$ cat src/rtl/fetch_pkg.sv
// Shared types and constants for the instruction fetch unit.
package fetch_pkg;

  typedef enum logic [1:0] {
    FETCH = 2'd0,
    WAIT  = 2'd1,
    VALID = 2'd2,
    HALT  = 2'd3
  } fetch_state_t;

  localparam logic [31:0] INSTR_NOP        = 32'h0000_0013;
  localparam logic [31:0] RESET_PC_DEFAULT = 32'h0000_0000;

endpackage

$ cat src/rtl/fetch_timeout_ctr.sv
// Response-wait counter: cleared while a request is pending, counts WAIT cycles,
// flags when the configured maximum has been reached.
module fetch_timeout_ctr #(
  parameter int unsigned           TIMEOUT_W   = 8,
  parameter logic [TIMEOUT_W-1:0]  TIMEOUT_MAX = 8'd255
) (
  input  logic clk,
  input  logic rst,
  input  logic clear,
  input  logic enable,
  output logic expired
);

  logic [TIMEOUT_W-1:0] count;

  // Wait-cycle count register
  always_ff @(posedge clk) begin
    if (rst) begin
      count <= {TIMEOUT_W{1'b0}};
    end else if (clear) begin
      count <= {TIMEOUT_W{1'b0}};
    end else if (enable) begin
      count <= count + {{(TIMEOUT_W-1){1'b0}}, 1'b1};
    end else begin
      count <= count;
    end
  end

  assign expired = (count == TIMEOUT_MAX);

endmodule

$ cat src/rtl/instr_fetch_unit.sv
// PC register and single-outstanding instruction fetch sequencer with a
// valid/ready hand-off to decode and sticky misalignment / timeout flags.
module instr_fetch_unit
  import fetch_pkg::*;
#(
  parameter logic [31:0]          RESET_PC    = RESET_PC_DEFAULT,
  parameter int unsigned          TIMEOUT_W   = 8,
  parameter logic [TIMEOUT_W-1:0] TIMEOUT_MAX = 8'd255
) (
  input  logic        clk,
  input  logic        rst,
  input  logic [31:0] next_pc,
  output logic        imem_req,
  output logic [31:0] imem_addr,
  input  logic        imem_gnt,
  input  logic        imem_rvalid,
  input  logic [31:0] imem_rdata,
  output logic [31:0] pc_address,
  output logic [31:0] instr,
  output logic        instr_valid,
  input  logic        instr_ready,
  output logic        misaligned,
  output logic        bus_error
);

  fetch_state_t state, state_nx;
  logic [31:0]  pc, pc_nx;
  logic [31:0]  instr_nx;
  logic         misaligned_nx, bus_error_nx;
  logic         ctr_clear, ctr_enable, ctr_expired;

  fetch_timeout_ctr #(
    .TIMEOUT_W   (TIMEOUT_W),
    .TIMEOUT_MAX (TIMEOUT_MAX)
  ) u_timeout (
    .clk     (clk),
    .rst     (rst),
    .clear   (ctr_clear),
    .enable  (ctr_enable),
    .expired (ctr_expired)
  );

  // Next-state, next-PC and flag logic
  always_comb begin
    state_nx      = state;
    pc_nx         = pc;
    instr_nx      = instr;
    misaligned_nx = misaligned;
    bus_error_nx  = bus_error;
    ctr_clear     = 1'b0;
    ctr_enable    = 1'b0;
    case (state)
      FETCH: begin
        // rvalid without gnt here is a stale response and is ignored
        ctr_clear = 1'b1;
        if (imem_gnt) begin
          if (imem_rvalid) begin
            instr_nx = imem_rdata;
            state_nx = VALID;
          end else begin
            state_nx = WAIT;
          end
        end else begin
          state_nx = FETCH;
        end
      end
      WAIT: begin
        ctr_enable = 1'b1;
        if (imem_rvalid) begin
          instr_nx = imem_rdata;
          state_nx = VALID;
        end else if (ctr_expired) begin
          bus_error_nx = 1'b1;
          state_nx     = HALT;
        end else begin
          state_nx = WAIT;
        end
      end
      VALID: begin
        if (instr_ready) begin
          pc_nx = next_pc;
          if (next_pc[1:0] == 2'b00) begin
            state_nx = FETCH;
          end else begin
            misaligned_nx = 1'b1;
            state_nx      = HALT;
          end
        end else begin
          state_nx = VALID;
        end
      end
      HALT: begin
        state_nx = HALT;
      end
      default: begin
        state_nx = HALT;
      end
    endcase
  end

  // State, PC, instruction and output registers
  always_ff @(posedge clk) begin
    if (rst) begin
      state       <= FETCH;
      pc          <= RESET_PC;
      instr       <= INSTR_NOP;
      misaligned  <= 1'b0;
      bus_error   <= 1'b0;
      imem_req    <= 1'b1;
      instr_valid <= 1'b0;
    end else begin
      state       <= state_nx;
      pc          <= pc_nx;
      instr       <= instr_nx;
      misaligned  <= misaligned_nx;
      bus_error   <= bus_error_nx;
      imem_req    <= (state_nx == FETCH);
      instr_valid <= (state_nx == VALID);
    end
  end

  assign imem_addr  = pc;
  assign pc_address = pc;

endmodule

$ cat config.mk
export PLATFORM = sky130hd
export DESIGN_NAME = instr_fetch_unit
export DESIGN_NICKNAME = d
export VERILOG_FILES = /design/src/rtl/fetch_pkg.sv /design/src/rtl/fetch_timeout_ctr.sv /design/src/rtl/instr_fetch_unit.sv
export SDC_FILE = /design/constraint.sdc
export NUM_CORES = 1
export LEC_CHECK = 0
export ABC_AREA = 1
export BUFFER_PORTS_ARGS = -buffer_cell sky130_fd_sc_hd__clkbuf_2
export CAP_MARGIN = 20
export CELL_PAD_IN_SITES_DETAIL_PLACEMENT = 1
export CELL_PAD_IN_SITES_GLOBAL_PLACEMENT = 2
export CORE_MARGIN = 4
export CORE_UTILIZATION = 24
export CTS_BUF_LIST = sky130_fd_sc_hd__clkbuf_8
export DETAILED_ROUTE_END_ITERATION = 6
export GPL_TIMING_DRIVEN = 0
export PLACE_DENSITY_LB_ADDON = 0.1
export SKIP_LAST_GASP = 1
export SLEW_MARGIN = 20
export SYNTH_ARGS = -nofsm -noshare
export SYNTH_HDL_FRONTEND = slang
export SYNTH_SLANG_ARGS = --single-unit
$ cat constraint.sdc
create_clock -name clk -period 1.5 [get_ports clk]
set_clock_uncertainty 0.15 [all_clocks]
set_input_delay 0.225 -clock clk [delete_from_list [all_inputs] [get_ports clk]]
set_output_delay 0.225 -clock clk [all_outputs]
set_load 0.02 [all_outputs]
# Word level (Yosys, flattened, before mapping)

Index checks and enable logic that the tools add are counted.

Flip-flop bits (word level): 78
Bits of input ports: 69
Output and inout bits: 100
Logic and storage cells: 38

Add/subtract/negate cells: 1
Eq/ne operators: 6
Mux-type cells: 12
Bitwise logic cells: 2
Reductions and logical operators: 9

Operator list:

| kind                                          | number |
|---|---|
| 2-to-1 mux 32 bit                             | 2 |
| case mux 32 bit (2 select lines)              | 1 |
| 2-to-1 mux 2 bit                              | 6 |
| adder 8 x 1 -> 8 bit, second input constant   | 1 |
| == test 8 bit, second input constant          | 1 |
| case mux 2 bit (4 select lines)               | 1 |
| == test 2 bit, second input constant          | 3 |
| zero test 2 bit                               | 3 |
| AND reduction 3 bit                           | 2 |
| AND reduction 2 bit                           | 2 |
| == test 2 x 1 -> 1 bit, second input constant | 1 |
| 2-to-1 mux 1 bit                              | 2 |
| inequality test 2 bit, second input constant  | 1 |
| inverter 1 bit                                | 2 |
| nonzero test 2 bit                            | 1 |
| OR reduction 2 bit                            | 1 |

# Logic depth before layout (Yosys ltp)

Word-level depth: 5
Gate-level depth with buffers: 8
Gate-level depth less buffers: 7

# Cells and area by module

A second synthesis with hierarchy kept.

Cells, all modules: 406
Area, all modules: 3125.5 um^2

By module, submodules not included:

| module            | times used | cells each | area each (um^2) | sequential area each (um^2) |
|---|---|---|---|---|
| instr_fetch_unit  | 1          | 353        | 2745.1           | 1401.3 |
| fetch_timeout_ctr | 1          | 53         | 380.4            | 160.2 |

# Least setup slack after synthesis

No wires, ideal clock.

Path kind: flip-flop to flip-flop
From: register u_timeout.count[0]
To: register u_timeout.count[4]
Setup time: 133 ps
Arrival: 1034 ps
Required time: 1217 ps
Path slack: 183 ps
Stages on the path, launching flop included: 7
Buffers on the path: 0
Period minus slack after synthesis: 1317 ps
Cell sequence: dfxtp_1 ha_1 inv_1 nor2_1 nand2_1 xor2_1 nor2_1

Cells in the longest elaborated chain, start to end: 1

RTL lines:

| what                   | RTL line                | text |
|---|---|---|
| start, declared        | fetch_timeout_ctr.sv:14 | `logic [TIMEOUT_W-1:0] count;` |
| start signal, assigned | fetch_timeout_ctr.sv:19 | `count <= {TIMEOUT_W{1'b0}};` |
| start signal, assigned | fetch_timeout_ctr.sv:21 | `count <= {TIMEOUT_W{1'b0}};` |
| start signal, assigned | fetch_timeout_ctr.sv:23 | `count <= count + {{(TIMEOUT_W-1){1'b0}}, 1'b1};` |
| adder 8 x 1 -> 8 bit   | fetch_timeout_ctr.sv:23 |  |

Every way passes these cells.
A chain may end at the register's enable or synchronous reset.

# Final worst setup path

From: input next_pc[0]
To: register instr_valid

Cells in the longest elaborated chain, start to end: 5

RTL lines:

| what                            | RTL line                | text |
|---|---|---|
| start, declared                 | instr_fetch_unit.sv:12  | `input logic [31:0] next_pc,` |
| zero test 2 bit                 | instr_fetch_unit.sv:82  | `if (next_pc[1:0] == 2'b00) begin` |
| 2-to-1 mux 2 bit                | instr_fetch_unit.sv:82  |  |
| 2-to-1 mux 2 bit                | instr_fetch_unit.sv:80  | `if (instr_ready) begin` |
| case mux 2 bit (4 select lines) | instr_fetch_unit.sv:52  | `case (state)` |
| == test 2 bit                   | instr_fetch_unit.sv:118 | `instr_valid <= (state_nx == VALID);` |
| end signal, assigned            | instr_fetch_unit.sv:118 |  |
| end, declared                   | instr_fetch_unit.sv:20  | `output logic instr_valid,` |

Every way passes these cells.

==> metrics <==
status=finished, final reports clean; Detailed Route Iter0 Violations=between 100 and 150; max-cap viol count=0; leak pwr=2.57 nW; worst setup path endpoint=instr_valid; slowest CP cell=dlygate4sd3_1; area post-placement=between 4000 and 5000 um^2; Num CTS Buffers=9; Final WS setup=roughly 0.074 ns; HP Class=input pin to flip-flop; slew margin rel.=69.1%; met2 Use GR=between 20% and 30%; die area=around 15000 um^2; core box area=roughly 13000 um^2; met1 GRT Util=17.5%; Max VDD drop=approximately 0.00036 V; Final Cell Area=~5100 um^2; routed wire length=between 10 and 15 mm; Nets=roughly 720; Root Driver=clkbuf_8; Synthesis Warnings=0; WL/cell=~13 um; Post-synth EDFFs=0; critical setup path kind=input pin to flip-flop; Syn-to-layout area delta=60.1%; mapped cell area=roughly 3200 um^2; CP max FO=2; Yosys cell types=24; post-synthesis register bit count=78; drt drc=0; Clock Latency Late Sink=between 0.3 and 0.4 ns; Top FF cell, synth=dfxtp_1; critical path endpoint category=flip-flop; worst-margin pin slew=approximately 0.46 ns; WP data arrival=about 1.6 ns; CTS tree=yes; syn avg cell area=between 7 and 8 um^2; Seq/Total Area, Yosys=between 40% and 50%; combined buffer and inverter count along the critical path=2; Startpoint Class=input pin; Initial Util=around a quarter; clock sinks=78; CP max stage delay=0.54 ns; Worst R2R Start=state[0]; cell count after synthesis=between 400 and 500; met3 Use GR=under 10%; initial antenna violation count=0; Final ANT Viol Nets=0; Peak Freq=about 0.70 GHz; vias in the first global route=about 3600; Cells after DPL=between 700 and 800; Rows=around 40; via/cell ratio=~4.2; Total Routing Usage GR=between 10% and 20%; Final Hold Vio Count=0; Worst R2R Setup Slack=0.10 ns; period utilization=between 90 and 100%; Die Y=between 100 and 150 um; Crit. Startpoint=next_pc[0]; Congestion Overflow GR=0; DIE WIDTH=approximately 120 um; Post-Layout Cell Count=831; vias post-DR=~3500; Setup violations, final=0; cells on worst reg2reg path=7; H-tree depth=3; min Tclk post-route=around 1.4 ns; critical path's top delay family=buffers and inverters; GRT busiest layer=met2; ys async rst share=0%; drt first pass iters=4; largest net degree at the start of global routing=13; Critical Path Stages=5; layout cells sized above 1=between 30% and 40%; hold_sp=imem_gnt; RSZ-0062 raised after global routing=yes; Final Core Density=approximately two fifths; worst-path cell chain=dlygate4sd3_1 -> clkbuf_2 -> o21ai_0 -> nand3_1 -> nor2_1; Critical Path RT=roughly 1.6 ns; number of diodes=0; clk buf depth=2; Port Buf Inserts=~170; Routability Congestion=between 0.7 and 0.8; worst slack at placement=-0.0659 ns; clock-pin slew on the worst setup and hold paths=around 0.080 ns; RR Endpoint=instr[28]; HPWL after DPL=approximately 8.1 mm; first-pass GRT wire length=around 18 mm; Slew Viols, Final=0; io pins=about 170; syn nets=480; Cell Pwr Density=983 nW/um^2
[report_power, final]
group	internal [mW]	switching [mW]
Combinational	0.487	0.619
Clock	0.846	0.781
Sequential	2.21	0.0877
Total	3.54	1.49
[cell usage after synthesis, types with 2 or more instances]
| master | n | area share (%) |
|---|---|---|
| a21oi_1 | 9 | 1.4 |
| buf_2 | 5 | 0.78 |
| buf_4 | 36 | 8.5 |
| buf_6 | 7 | 2.5 |
| clkbuf_1 | 5 | 0.59 |
| dfxtp_1 | 78 | 49 |
| inv_1 | 19 | 2.2 |
| inv_2 | 3 | 0.35 |
| inv_4 | 2 | 0.39 |
| nand2_1 | 29 | 3.4 |
| nand3_1 | 10 | 1.6 |
| nand4_1 | 4 | 0.78 |
| nor2_1 | 128 | 15 |
| o21ai_0 | 54 | 8.5 |
| o21ai_1 | 11 | 1.7 |
| xor2_1 | 2 | 0.55 |
[worst reg2reg max path, stage by stage, from the launching register on]
cell and delay [ns]:
dfxtp_1 0.33, buf_6 0.15, inv_4 0.06, nand2_4 0.07
nand3_4 0.11, buf_2 0.22, o21ai_1 0.16, nor2_1 0.06
[per-layer routing]
metal | part of all wire [%] | vias to the layer above
met2 | 50 | 103
met3 | 5.6 | 14
met1 | 43 | 1584
met5 | 0 | -
li1 | - | 1749
met4 | 1.7 | 0
[worst min-delay path by stage]
stage | end | cells past startpoint
2_1_floorplan | bus_error | 1
3_3_place_gp | instr[1] | 3
3_5_place_dp | instr[4] | 3
4_1_cts | instr_valid | 4
5_1_grt | instr_valid | 4
6_report | instr_valid | 4
[layout make-up]
class | count | area, um^2
multi-input combinational | 255 | 1160
tap | 172 | 215
buffer | 53 | 393
inverter | 24 | 95.1
clock inverter | 5 | 48.8
clock buffer | 11 | 151
timing repair buffer | 233 | 1490
fill | 1630 | 7710
sequential | 78 | 1560
[cells in the final DEF (no fill, tap or decap), types with 11 or more instances in the layout]
cell type and instances:
dfxtp_1 76, dlygate4sd3_1 65, clkbuf_8 11, o21ai_0 54, nor2_1 127, nand2_1 29
clkbuf_2 168, buf_4 36, inv_1 20
[registers in the layout, summed over array words and instances (netlist names)]
register and cells:
bus_error 1, imem_req 1, misaligned 1, u_timeout.count 8, instr 32, state 2
imem_addr 32, instr_valid 1
[what timing repair did]
item / CTS / global route
endpoints found under the setup margin: 2 / 3
resized for setup: 2 / 3
hold buffers: 65 / 0
buffers inserted: 0 / 0
gates cloned: 0 / 0
hold endpoints to repair: 67 / 0
[metrics by stage]
step                total power [mW]  hold WS, ns  setup TNS [ns]
floorplan                       2.94        0.144               0
global placement                3.30        0.278         -0.0671
detailed placement              3.32        0.285          -0.175
CTS                             5.12        0.103               0
global route                    5.33        0.146         -0.0252
finish                          5.03        0.114               0
[kinds of logic (layout without fill, tap and decap cells)]
| group | count (synthesis) | count (layout) | share of synthesized area (%) |
|---|---|---|---|
| compound gates | 74 | 74 | 11.6 |
| xor+xnor | 2 | 2 | 0.548 |
| fa+ha+maj | 1 | 1 | 0.392 |
| buf+inv | 77 | 326 | 15.3 |
| flops | 78 | 78 | 48.9 |
| simple gates | 178 | 178 | 23.3 |
(Power assumes the default switching activity.)
